## src/rtl/morse_encoder_fifo.sv

```systemverilog
// Morse LED encoder with a character FIFO: buffers pre-encoded characters and plays them as timed LED intervals.
// Optional length checking is enabled by defining MORSE_LEN_CHECK_EN.
module morse_encoder_fifo #(
    parameter int CODE_W     = 8,
    parameter int LEN_W      = 4,
    parameter int UNIT_CYC   = 1,
    parameter int FIFO_DEPTH = 4
) (
    input  logic              clock,
    input  logic              reset,
    input  logic              char_vald,
    input  logic [CODE_W-1:0] charcode_data,
    input  logic [LEN_W-1:0]  charlen_data,
    output logic              char_rdy,
    output logic              char_next,
    output logic              led_drv,
    output logic              busy,
    output logic              len_err
);

    localparam int AW    = $clog2(FIFO_DEPTH);
    localparam int TMR_W = $clog2(4 * UNIT_CYC);

    localparam logic [TMR_W-1:0] T_UNIT = TMR_W'(UNIT_CYC - 1);
    localparam logic [TMR_W-1:0] T_DASH = TMR_W'(3 * UNIT_CYC - 1);
    localparam logic [TMR_W-1:0] T_CGAP = TMR_W'(2 * UNIT_CYC - 1);
    localparam logic [TMR_W-1:0] T_WORD = TMR_W'(4 * UNIT_CYC - 1);

    typedef enum logic [2:0] {
        IDLE,
        MARK,
        SYM_GAP,
        CHAR_GAP,
        WORD
    } state_t;

    // ---------------- character FIFO ----------------
    logic [CODE_W-1:0] mem_code [FIFO_DEPTH];
    logic [LEN_W-1:0]  mem_len  [FIFO_DEPTH];
    logic [AW:0]       wr_ptr, rd_ptr;
    logic              full, empty, push, pop, len_bad;
    logic [LEN_W-1:0]  len_wr;
    logic [CODE_W-1:0] head_code;
    logic [LEN_W-1:0]  head_len;

    assign empty     = (wr_ptr == rd_ptr);
    assign full      = (wr_ptr[AW] != rd_ptr[AW]) && (wr_ptr[AW-1:0] == rd_ptr[AW-1:0]);
    assign char_rdy  = !full;
    assign len_bad   = (charlen_data > LEN_W'(CODE_W));
    assign head_code = mem_code[rd_ptr[AW-1:0]];
    assign head_len  = mem_len[rd_ptr[AW-1:0]];

`ifdef MORSE_LEN_CHECK_EN
    // Oversized characters are consumed from the source but never stored.
    assign push   = char_vald && char_rdy && !len_bad;
    assign len_wr = charlen_data;

    always_ff @(posedge clock) begin
        if (reset) len_err <= 1'b0;
        else       len_err <= char_vald && char_rdy && len_bad;
    end
`else
    assign push    = char_vald && char_rdy;
    assign len_wr  = len_bad ? LEN_W'(CODE_W) : charlen_data;
    assign len_err = 1'b0;
`endif

    always_ff @(posedge clock) begin
        if (push) begin
            mem_code[wr_ptr[AW-1:0]] <= charcode_data;
            mem_len[wr_ptr[AW-1:0]]  <= len_wr;
        end
    end

    always_ff @(posedge clock) begin
        if (reset) begin
            wr_ptr <= '0;
            rd_ptr <= '0;
        end else begin
            if (push) wr_ptr <= wr_ptr + (AW+1)'(1);
            if (pop)  rd_ptr <= rd_ptr + (AW+1)'(1);
        end
    end

    // ---------------- serialiser FSM ----------------
    state_t            state, state_n;
    logic [TMR_W-1:0]  timer, timer_n;
    logic [CODE_W-1:0] sreg, sreg_n;
    logic [LEN_W-1:0]  sym_cnt, sym_n;
    logic              expire, start, done;

    assign expire = (timer == '0);
    assign busy   = !empty || (state != IDLE);

    always_ff @(posedge clock) begin
        if (reset) begin
            state     <= IDLE;
            timer     <= '0;
            sreg      <= '0;
            sym_cnt   <= '0;
            led_drv   <= 1'b0;
            char_next <= 1'b0;
        end else begin
            state     <= state_n;
            timer     <= timer_n;
            sreg      <= sreg_n;
            sym_cnt   <= sym_n;
            led_drv   <= (state_n == MARK);
            char_next <= done;
        end
    end

    always_comb begin
        state_n = state;
        timer_n = expire ? timer : timer - TMR_W'(1);
        sreg_n  = sreg;
        sym_n   = sym_cnt;
        start   = 1'b0;
        done    = 1'b0;
        pop     = 1'b0;

        case (state)
            IDLE: begin
                if (!empty) start = 1'b1;
            end
            MARK: begin
                if (expire) begin
                    state_n = SYM_GAP;
                    timer_n = T_UNIT;
                    sreg_n  = sreg << 1;
                    sym_n   = sym_cnt - LEN_W'(1);
                end
            end
            SYM_GAP: begin
                if (expire) begin
                    if (sym_cnt != '0) begin
                        state_n = MARK;
                        timer_n = sreg[CODE_W-1] ? T_DASH : T_UNIT;
                    end else begin
                        state_n = CHAR_GAP;
                        timer_n = T_CGAP;
                    end
                end
            end
            CHAR_GAP, WORD: begin
                if (expire) begin
                    done = 1'b1;
                    if (!empty) start = 1'b1;
                    else        state_n = IDLE;
                end
            end
            default: state_n = IDLE;
        endcase

        // Shared load path lets a gap expiry chain straight into the next character.
        if (start) begin
            pop    = 1'b1;
            sreg_n = head_code;
            sym_n  = head_len;
            if (head_len == '0) begin
                state_n = WORD;
                timer_n = T_WORD;
            end else begin
                state_n = MARK;
                timer_n = head_code[CODE_W-1] ? T_DASH : T_UNIT;
            end
        end
    end

endmodule
```

## config.mk

```make
export PLATFORM = sky130hd
export DESIGN_NAME = morse_encoder_fifo
export DESIGN_NICKNAME = d
export VERILOG_FILES = /design/src/rtl/morse_encoder_fifo.sv
export SDC_FILE = /design/constraint.sdc
export NUM_CORES = 1
export LEC_CHECK = 0
export CAP_MARGIN = 25
export CORE_ASPECT_RATIO = 0.8
export CORE_UTILIZATION = 35
export DETAILED_ROUTE_END_ITERATION = 7
export GPL_ROUTABILITY_DRIVEN = 0
export SYNTH_ARGS = -nofsm -noshare
export SYNTH_HDL_FRONTEND = slang
export SYNTH_SLANG_ARGS = --single-unit
export TNS_END_PERCENT = 10
```

## constraint.sdc

```tcl
create_clock -name clock -period 4.3 [get_ports clock]
set_input_delay 1.29 -clock clock [delete_from_list [all_inputs] [get_ports clock]]
set_output_delay 1.29 -clock clock [all_outputs]
set_load 0.02 [all_outputs]
```

# Word level (Yosys, flattened, before mapping)

Memory sizes are Yosys's and may differ from the RTL's. A register that Yosys moved wholly into a read port is not among the register bits.
Cells that the tools add are included.

$add $sub $neg: 4
Multiply operators: 0
Div/mod/pow operators: 0
Magnitude comparators: 1
Equality and inequality tests: 8
Shifts and indexed selects: 0
Muxes and demuxes: 35
Bitwise operators: 1
Reductions and logical operators: 15

Operators by type and width:

| cell                                                                | count |
|---|---|
| 2-bit 2-to-1 mux                                                    | 13 |
| 8-bit 2-to-1 mux                                                    | 3 |
| 3-bit 2-to-1 mux                                                    | 6 |
| 4-bit 2-to-1 mux                                                    | 4 |
| 3-bit case mux with 4 select lines                                  | 1 |
| 3-bit by 1-bit adder with 3-bit output (second input constant)      | 2 |
| 3-bit by 1-bit == test with 1-bit output (second input constant)    | 2 |
| 3-bit by 2-bit == test with 1-bit output (second input constant)    | 2 |
| 1-bit 2-to-1 mux                                                    | 6 |
| 4-bit greater-than comparator (second input constant)               | 1 |
| 4-bit zero test                                                     | 1 |
| 2-bit case mux with 2 select lines                                  | 1 |
| 2-bit nonzero test                                                  | 2 |
| 4-bit nonzero test                                                  | 1 |
| 2-bit OR reduction                                                  | 2 |
| 4-bit by 1-bit subtractor with 4-bit output (second input constant) | 1 |
| 3-bit == test                                                       | 1 |
| 3-bit == test (second input constant)                               | 1 |
| 3-bit zero test                                                     | 1 |
| 3-bit nonzero test                                                  | 1 |
| 2-bit == test                                                       | 1 |
| 1-bit logical AND                                                   | 2 |
| 1-bit zero test                                                     | 2 |
| 2-bit zero test                                                     | 1 |
| 6 further kinds                                                     | 6 |

Bits in registers: 25
Latch bits: 0
Memory bits (writable): 48
Memory bits (read-only): 0
Input bits: 15
Output and inout bits: 5
Logic and storage cells: 74
Memories kept: 2

Memory list:

| memory   | depth | width | read ports | clocked after Yosys merged registers in | write ports | line | RTL |
|---|---|---|---|---|---|---|---|
| mem_code | 4     | 8     | 1          | 1                                       | 1           | 38   | `logic [CODE_W-1:0] mem_code [FIFO_DEPTH];` |
| mem_len  | 4     | 4     | 1          | 1                                       | 1           | 39   | `logic [LEN_W-1:0] mem_len [FIFO_DEPTH];` |

# Logic depth before layout (Yosys ltp)

Gate-level depths: netlist of the first run.

Depth in word-level cells: 7
Depth in mapped cells: 7
Depth with buffers taken out: 7

# Least setup slack after synthesis of the first run

Ideal clock, no wire load.

Path type: in2reg
Start point: input port char_vald
End point: memory mem_code[3][0] (enable)
Setup time: 0.363 ns
Data arrival time: 2.093 ns
Data required time: 3.937 ns
Path slack: 1.845 ns
Stages: 3
Buffers on the path: 0
Path through: inv_1 a31oi_1 and2_1

Cells in the longest elaborated chain, start to end: 3

Ends and longest elaborated chain:

| item                                   | line | RTL |
|---|---|---|
| start, declared                        | 11   | `input logic char_vald,` |
| 1-bit logical AND                      | 63   | `assign push = char_vald && char_rdy;` |
| 1-bit 2-to-1 mux                       | 69   | `if (push) begin` |
| 1-bit 2-to-1 mux (implied by the code) | 70   | `mem_code[wr_ptr[AW-1:0]] <= charcode_data;` |
| end, declared                          | 38   |  |

No other way between the ends.

# Worst setup path after layout of the first run

Start point: register wr_ptr[0]
End point: output port busy

Cells in the longest elaborated chain, start to end: 3

Ends and longest elaborated chain:

| item                   | line | RTL |
|---|---|---|
| start, declared        | 40   | `logic [AW:0] wr_ptr, rd_ptr;` |
| start signal, assigned | 80   | `if (push) wr_ptr <= wr_ptr + (AW+1)'(1);` |
| 3-bit == test          | 46   | `assign empty = (wr_ptr == rd_ptr);` |
| 1-bit zero test        | n/a  |  |
| 1-bit logical OR       | 93   | `assign busy = !empty \|\| (state != IDLE);` |
| end, declared          | 17   | `output logic busy,` |

No other way between the ends.

==> qor.csv, run 1 <==
metric,value,unit
"Data required, critical path",3.01,ns
Synth Register Bits,75,
Die Ht,86.2,um
Setup Skew,0.0104,ns
Cells after DPL,344,
TritonCTS Buffers,9,
final setup fails,0,
VDD IR-drop max,0.311,mV
PortBufs,18,
min-delay src,sreg[0]$_SDFFE_PP0P_,
Core Area,0.00856,mm^2
Fmax,319,MHz
CP arrival,1.85,ns
"EDFF count, synth",48,
status,"complete, no violations",
final worst-path cycle share,73.0,%
non-filler instance count after layout,360,
clk buf depth,2,
final antenna-violating net count,0,
Power Density,647,mW/mm^2
Clk pwr share,25.1,%
"top cells by area, synth","edfxtp_1 46%, dfxtp_1 17%, mux4_2 8.7%",
hold path endpoint,sreg[0]$_SDFFE_PP0P_,
max_slew headroom,35.2,%
Tightest Pin Transition,0.969,ns
Area Growth Syn to Fin,14.9,%
CP cell instances,xnor2_1 > and2_1 > nand3_1 > clkdlybuf4s50_1,
part of the power in registers,43.7,%
setup TNS,0,ns
Syn Nets,249,
total number of vias,1790,
largest net degree at the start of global routing,27,
logic gate share of total power,31.1,%
area of the multi-input gates,0.00103,mm^2
Area after DPL,0.00335,mm^2
final instance area,0.00356,mm^2
Yosys top cell area share,46.5,%
layout cells sized above 1,12.5,%
Post-CTS Setup Bufs,0,
final slew viol count,0,
Synth async-reset ratio,0,%
Finished Core Util,41.7,%
overall routing resource usage,13.0,%
RSZ-0062 raised after global routing,false,
# DRC,0,
grt total ovfl,0,
Setup crit end kind,output port,
Ys Warns,0,
most frequent cells after synthesis,"48 x edfxtp_1, 27 x dfxtp_1, 18 x nand2_1, 18 x nor2_1, 13 x a21oi_1",
"Max FO, Critical Path",5,
CTS Root Cell,clkbuf_8,
filler instances,807,
Synth Instances,228,
internal power,1.49,mW
Crit-path slowest cell,clkdlybuf4s50_1,
Max Cap Viol,0,
sequential cell area,0.00198,mm^2
min cycle time layout,3.14,ns
Clock H-tree levels,3,
antenna violations before repair,0,
sw frac,35.3,%
Synth area leader,edfxtp_1,
starting DRC count in detailed routing,96,
prevailing post-synth register cell,edfxtp_1,
vias per cell,4.97,
top-count cell post-synth,edfxtp_1,
Hold Buf Count CTS,0,
io pins,20,
wire per inst,15.0,um
CTS tree,built,
row cnt,30,
max incr delay on CP,0.55,ns
drt pass-1 iters,4,
Leakage,1.18,nW
first-pass GRT wire length,8800,um
Routed WL,5390,um
# nets final,264,
"Seq/Total Area, Yosys",63.9,%
clk sinks,75,
Final HPWL DP,3580,um
synth unique cells,39,
Hold Fails Final Rpt,0,
HP Class,flip-flop to flip-flop,
vias in the first global route,1757,
Initial Util,36.3,%
Critical Path Start Type,flip-flop,
CTS resizes,0,
"CTS clk-pin slew, worst paths",0.08,ns
Syn Area/Cell,13.6,um^2
worst reg-to-reg path cell count,4,
"Cell Area, Synth",0.00310,mm^2
Die W,107,um
die area,0.00925,mm^2
critical path type,flip-flop to output port,
Hold Path Cell Cnt,2,
ANT cells,0,
worst reg2reg path endpoint,led_drv$_SDFF_PP0_,
worst skew pair latency,0.35,ns
Worst R2R Setup Slack,1.93,ns
NetSw,814,uW
[final cells by class]
type / count / share of cell area, %
sequential: 75 / 55.6
multi-input combinational: 134 / 28.9
timing repair buffer: 18 / 5.05
tap: 112 / 3.93
clock buffer: 9 / 3.47
clock inverter: 7 / 2.56
inverter: 5 / 0.527
[how the worst max path moves through the flow]
stage,start,endpoint,slack (ns),cells after the start
2_1_floorplan,char_vald,mem_code[3][0]$_DFFE_PP_,1.84,3
3_3_place_gp,char_vald,wr_ptr[2]$_SDFFE_PP0P_,1.03,6
3_5_place_dp,char_vald,wr_ptr[2]$_SDFFE_PP0P_,0.94,6
4_1_cts,wr_ptr[0]$_SDFFE_PP0P_,busy,1.15,4
5_1_grt,wr_ptr[1]$_SDFFE_PP0P_,busy,1.07,4
6_report,wr_ptr[0]$_SDFFE_PP0P_,busy,1.16,4
[per-stage QoR]
stage | hold WS (ns) | power (mW) | setup WS (ns)
floorplan | 0.444 | 1.59 | 1.84
global placement | 0.454 | 1.73 | 1.03
detailed placement | 0.459 | 1.74 | 0.940
CTS | 0.472 | 2.33 | 1.15
global route | 0.486 | 2.45 | 1.07
finish | 0.471 | 2.30 | 1.16
[cells by family after synthesis]
kind of cell | count (synthesis) | synth area share (%)
adders and majority gates | 6 | 2.42
muxes | 13 | 9.03
other | 1 | 0.121
DFF | 75 | 63.9
buffers and inverters | 19 | 2.98
AOI/OAI and AO/OA | 31 | 6.49
xor gates and xnor gates | 11 | 3.11
and+or+nand+nor | 72 | 12.0
[power groups by stage]
stage | sequential [mW] | combinational, mW | clock [mW]
after floorplan | 0.966 | 0.624 | 0
after global placement | 1.02 | 0.708 | 0
after detailed placement | 1.03 | 0.716 | 0
after CTS | 1.01 | 0.721 | 0.597
after global routing | 1.03 | 0.794 | 0.626
final | 1.01 | 0.718 | 0.579
[per-layer routing]
metal  routed length, um  GRT usage (%)
met2                2360           19.5
met1                2750           17.3
met3                 228           5.11
met4                  56           4.11
met5                   0              0
[state kept, by name, summed over array words and instances, names as in the netlist, named ones only]
name and flops:
wr_ptr 3, rd_ptr 3, sym_cnt 4, sreg 8, timer 2, char_next 1
led_drv 1, mem_code 32, state 3, mem_len 16
[placed cells by master, fill, tap and decap left out, types with 6 or more instances in the layout]
cell type	count
edfxtp_1	48
and2_1	6
a21oi_1	13
clkbuf_8	9
nor2_1	18
xnor2_1	8
dfxtp_1	27
nand3_1	7
clkdlybuf4s50_1	18
ha_1	6
mux4_2	12
nand2_1	18
[critical path, delay by kind of cell, from the launching register on]
kind          cells  cell delay [ns]
xor+xnor          1             0.21
buf+inv           1             0.55
simple gates      2             0.30
flops             1             0.45
No activity file was read; power rests on OpenSTA's default activity.
==> inputs of run 2 (changes only) <==
==> constraint.sdc (replaced) <==
create_clock -name clock -period 3.1 [get_ports clock]
set_input_delay 0.93 -clock clock [delete_from_list [all_inputs] [get_ports clock]]
set_output_delay 0.93 -clock clock [all_outputs]
set_load 0.02 [all_outputs]
==> run 2 against run 1 <==
  * Final area up 0.14%
  * Clock skew down 0.0015 ns
  * Clock-buffer cell count up 1
  * Critical path depth unchanged
  * Critical path type unchanged
  * Largest power group unchanged
  * Highest routed layer unchanged
==> qor.csv, run 2 (synthesis gave the netlist of run 1 again) <==
metric,value,unit,change
status,"complete, no violations",,
total number of vias,1788,,-0.11%
Tightest Pin Transition,0.743,ns,-0.226 ns
critical path type,flip-flop to output port,,
final worst-path cycle share,89.0,%,
Post-CTS Setup Bufs,0,,unchanged
clk buf depth,2,,unchanged
worst reg2reg path endpoint,led_drv$_SDFF_PP0_,,
most frequent cells in the layout,"48 x edfxtp_1, 27 x dfxtp_1, 18 x nand2_1, 18 x nor2_1, 18 x clkdlybuf4s50_1",,
Die Ht,86.2,um,unchanged
Max Cap Viol,0,,unchanged
HP Class,flip-flop to flip-flop,,
# nets final,271,,+2.7%
starting DRC count in detailed routing,106,,+10%
final antenna-violating net count,0,,unchanged
"CTS clk-pin slew, worst paths",0.07,ns,about the same
"CP delay by family, top",buffers and inverters,,
Setup crit end kind,output port,,
grt total ovfl,0,,unchanged
Hold Buf Count CTS,0,,unchanged
ANT cells,0,,unchanged
Core Area,0.00856,mm^2,unchanged
Critical Path Source,wr_ptr[0]$_SDFFE_PP0P_,,
Largest register FFs,32,,unchanged
"Data required, critical path",2.17,ns,-0.84 ns
part of the power in registers,45.5,%,+1.8 points
max incr delay on CP,0.56,ns,about the same
min cycle time layout,2.76,ns,
Power Density,858,mW/mm^2,+33%
Critical Path Sink,busy,,
worst skew pair latency,0.34,ns,about the same
VDD IR-drop max,0.453,mV,+46%
"commonest non-fill, non-tap cell in the layout",edfxtp_1,,
die area,0.00925,mm^2,unchanged
Initial Util,36.3,%,unchanged
Crit-path slowest cell,clkdlybuf4s50_1,,
Hold Fails Final Rpt,0,,unchanged
io pins,20,,unchanged
Fmax,362,MHz,
Final HPWL DP,3570,um,-0.32%
final slew viol count,0,,unchanged
CTS resizes,0,,unchanged
Die W,107,um,unchanged
Routed WL,5460,um,+1.2%
NetSw,1.08,mW,+32%
buffers plus inverters on the worst setup path,1,,unchanged
CTS tree,built,,
Clock H-tree levels,3,,unchanged
Finished Core Util,41.7,%,+0.059 points
CTS Root Cell,clkbuf_8,,
drt pass-1 iters,5,,+1
layout cells sized above 1,14.1,%,+1.6 points
vias per cell,4.87,,-2.0%
Leakage,1.20,nW,+1.4%
largest net degree at the start of global routing,27,,unchanged
vias in the first global route,1771,,+0.80%
TritonCTS Buffers,9,,unchanged
antenna violations before repair,0,,unchanged
Setup Skew,0.00890,ns,-0.00149 ns
Area Growth Syn to Fin,15.0,%,
Clk pwr share,20.9,%,-4.2 points
first-pass GRT wire length,9170,um,+4.2%
critical path depth in cells,4,,unchanged
final setup fails,0,,unchanged
Worst R2R Setup Slack,0.94,ns,-0.99 ns
internal power,1.98,mW,+33%
CP cell instances,xnor2_1 > and2_1 > nand3_1 > clkdlybuf4s50_1,,
RSZ-0062 raised after global routing,false,,
clk sinks,75,,unchanged
logic gate share of total power,33.7,%,+2.6 points
worst reg-to-reg path cell count,4,,unchanged
sw frac,35.2,%,-0.11 points
row cnt,30,,unchanged
Critical Path Start Type,flip-flop,,
PortBufs,18,,unchanged
CP arrival,1.83,ns,-0.02 ns
max_slew headroom,50.3,%,+15 points
setup TNS,0,ns,unchanged
"Max FO, Critical Path",5,,unchanged
overall routing resource usage,13.5,%,+0.54 points
wire per inst,14.9,um,-0.71%
# DRC,0,,unchanged
## run 2: cell count changes in the layout (fill, tap and decap cells not counted), sizes merged
cell      change
buf           +7
bufinv        -1
clkbuf        +1
clkinv        +5
clkinvlp      -1
inv           -4
## run 2: per-stage QoR
| stage | cell area [um^2] | hold slack (ns) | power [mW] | worst slack [ns] | std cells |
|---|---|---|---|---|---|
| floorplan | 3100 | 0.444 | 2.21 | 1.00 | 228 |
| global placement | 3400 | 0.452 | 2.43 | 0.484 | 351 |
| detailed placement | 3400 | 0.460 | 2.44 | 0.422 | 351 |
| CTS | 3570 | 0.468 | 3.09 | 0.316 | 367 |
| global route | 3570 | 0.503 | 3.29 | 0.194 | 367 |
| finish | 3570 | 0.467 | 3.06 | 0.340 | 367 |
## run 2: worst min-delay path by stage
stage | from | end | slack [ns] | depth (start not counted)
2_1_floorplan | sreg[7]$_SDFFE_PP0P_ | sreg[7]$_SDFFE_PP0P_ | 0.44 | 2
3_3_place_gp | sreg[2]$_SDFFE_PP0P_ | sreg[2]$_SDFFE_PP0P_ | 0.45 | 2
3_5_place_dp | sreg[3]$_SDFFE_PP0P_ | sreg[3]$_SDFFE_PP0P_ | 0.46 | 2
4_1_cts | sreg[2]$_SDFFE_PP0P_ | sreg[2]$_SDFFE_PP0P_ | 0.47 | 2
5_1_grt | sreg[0]$_SDFFE_PP0P_ | sreg[0]$_SDFFE_PP0P_ | 0.50 | 2
6_report | sreg[2]$_SDFFE_PP0P_ | sreg[2]$_SDFFE_PP0P_ | 0.47 | 2
## run 2: tightest hold or removal path: stages (launching register included)
cell and delay, ns:
dfxtp_1 0.31, nand3_1 0.06, a21oi_1 0.05
## run 2: power by group through the flow
| stage | sequential (mW) | clock (mW) | combinational, mW |
|---|---|---|---|
| 2_1_floorplan | 1.34 | 0 | 0.865 |
| 3_3_place_gp | 1.41 | 0 | 1.02 |
| 3_5_place_dp | 1.42 | 0 | 1.03 |
| 4_1_cts | 1.40 | 0.665 | 1.03 |
| 5_1_grt | 1.42 | 0.703 | 1.16 |
| 6_report | 1.39 | 0.639 | 1.03 |
## run 2: layer usage
layer / GRT usage (%) / part of all wire [%] / vias up
met5: 0 / 0 / -
met2: 19.5 / 42 / 36
met4: 5.23 / 1.3 / 0
met3: 4.66 / 4.5 / 10
met1: 18.8 / 52 / 855
li1: - / - / 887
## run 2: area by class of cell
type | count | area (um^2)
inverters | 5 | 18.8
clock buffers | 10 | 128
fillers | 805 | 4990
well taps | 112 | 140
multi-input cells | 134 | 1030
clock inverters | 6 | 40.0
repair buffers | 25 | 233
flip-flops and latches | 75 | 1980
==> RTL edit: new RTL, config.mk and constraints of run 2 <==
Change the parameter `CODE_W` from 8 to 10.
--- a/src/rtl/morse_encoder_fifo.sv
+++ b/src/rtl/morse_encoder_fifo.sv
@@ -1,7 +1,7 @@
 // Morse LED encoder with a character FIFO: buffers pre-encoded characters and plays them as timed LED intervals.
 // Optional length checking is enabled by defining MORSE_LEN_CHECK_EN.
 module morse_encoder_fifo #(
-    parameter int CODE_W     = 8,
+    parameter int CODE_W     = 10,
     parameter int LEN_W      = 4,
     parameter int UNIT_CYC   = 1,
     parameter int FIFO_DEPTH = 4
Interface: changed (resized charcode_data); port bits go from 20 to 22. The function was not compared with the original's and may differ.
==> RTL edit against run 2 <==
Design area rose by 14%; sequential cell count grew 10; maximum frequency is 1.1% higher; area after synthesis grew 11%; worst setup slack better by 0.031 ns; power up 21%; clock power up 67%; non-clock buffer count increased by 1; global-route usage is 0.13 points higher; largest cell class unchanged; wire length up 13%.
==> RTL edit: results (changes against run 2) <==
- Status: finished clean
- R2r setup slk: 0.78 ns (-0.16 ns)
- Leakage: 1.38 nW (+15%)
- Cells after Synth: 245 (+7.5%)
- Synth area leaders: edfxtp_1 49%, dfxtp_1 17%, mux4_2 9.1%
- Number of distinct library cells after synthesis: 41 (+5.1%)
- Multi-input gate area: 1100 µm² (+7.2%)
- Signal buf overhead: 0.0602 (-0.00502)
- Global-route wire length before repair: 10.3 mm (+12%)
- CTS Sinks: 85 (+13%)
- Non-filler cells, final: 392 (+6.8%)
- Multi-input gates: 141 (+5.2%)
- DR vias/cell: 4.99 (+2.4%)
- Vias in the first global route: 1919 (+8.4%)
- Synthesized net count: 268 (+7.6%)
- Repair and plain buffers: 26 (+4.0%)
- Filler cells: 882 (+9.6%)
- Largest net degree at the start of global routing: 29 (+7.4%)
- DP Area: 3780 µm² (+11%)
- Source of the worst hold timing path: sreg[5]$_SDFFE_PP0P_
- Max reg flops: 40 (+25%)
- Number of synthesized flops with an enable pin: 56 (+17%)
- Clk root buf: clkbuf_16
- Final Core Density: 0.424 (+0.00698)
- Fin area: 4080 µm² (+14%)
- Initial DRC Count: 111 (+4.7%)
- GRT Overall Usage: 0.137 (+0.00131)
- Final nets: 291 (+7.4%)
- Post-synth top cells: 56 x edfxtp_1, 29 x dfxtp_1, 18 x nand2_1, 17 x a21oi_1, 17 x nor2_1
- Final worst path period share: 0.880 (-0.0101)
[RTL edit: changes by cell type after synthesis, moves of 2 or more]
cell,before,now
edfxtp_1,48,56
a311oi_1,4,0
o211ai_1,2,0
dfxtp_1,27,29
nor2b_1,5,3
nand4_1,0,2
a22oi_1,4,9
nor4_1,4,2
a21oi_1,13,17
mux4_2,12,14
[RTL edit: cells by family (layout without fill, tap and decap cells)]
| logic type | Yosys count | in the layout | synth area share |
|---|---|---|---|
| DFF | 85 | 85 | 0.655 |
| and+or+nand+nor | 67 | 67 | 0.0985 |
| AOI/OAI and AO/OA | 41 | 41 | 0.0757 |
| buffers and inverters | 19 | 47 | 0.0261 |
| muxes | 15 | 15 | 0.0942 |
| xor gates and xnor gates | 11 | 11 | 0.0279 |
| adders and majority gates | 6 | 6 | 0.0217 |
| other | 1 | 1 | 0.00109 |
[RTL edit: routing by layer]
layer,vias up,global-route usage,wire (µm)
met2,31,0.200,2830
li1,960,-,-
met3,7,0.0477,294
met5,-,0,0
met4,0,0.0592,86
met1,957,0.183,2950
[RTL edit: power groups by stage]
| stage | clock (W) | sequential, W | combinational (W) |
|---|---|---|---|
| 4_1_cts | 0.00110 | 0.00155 | 0.00111 |
| 3_5_place_dp | 0 | 0.00157 | 0.00110 |
| 6_report | 0.00107 | 0.00154 | 0.00110 |
| 5_1_grt | 0.00115 | 0.00157 | 0.00124 |
| 2_1_floorplan | 0 | 0.00148 | 0.000927 |
| 3_3_place_gp | 0 | 0.00157 | 0.00110 |
[RTL edit: critical path, delay by kind of cell, from the launching register on]
| family | cells | cell delay, ns |
|---|---|---|
| DFF | 1 | 0.37 |
| and+or+nand+nor | 1 | 0.15 |
| xor gates and xnor gates | 1 | 0.38 |
| buffers and inverters | 1 | 0.56 |
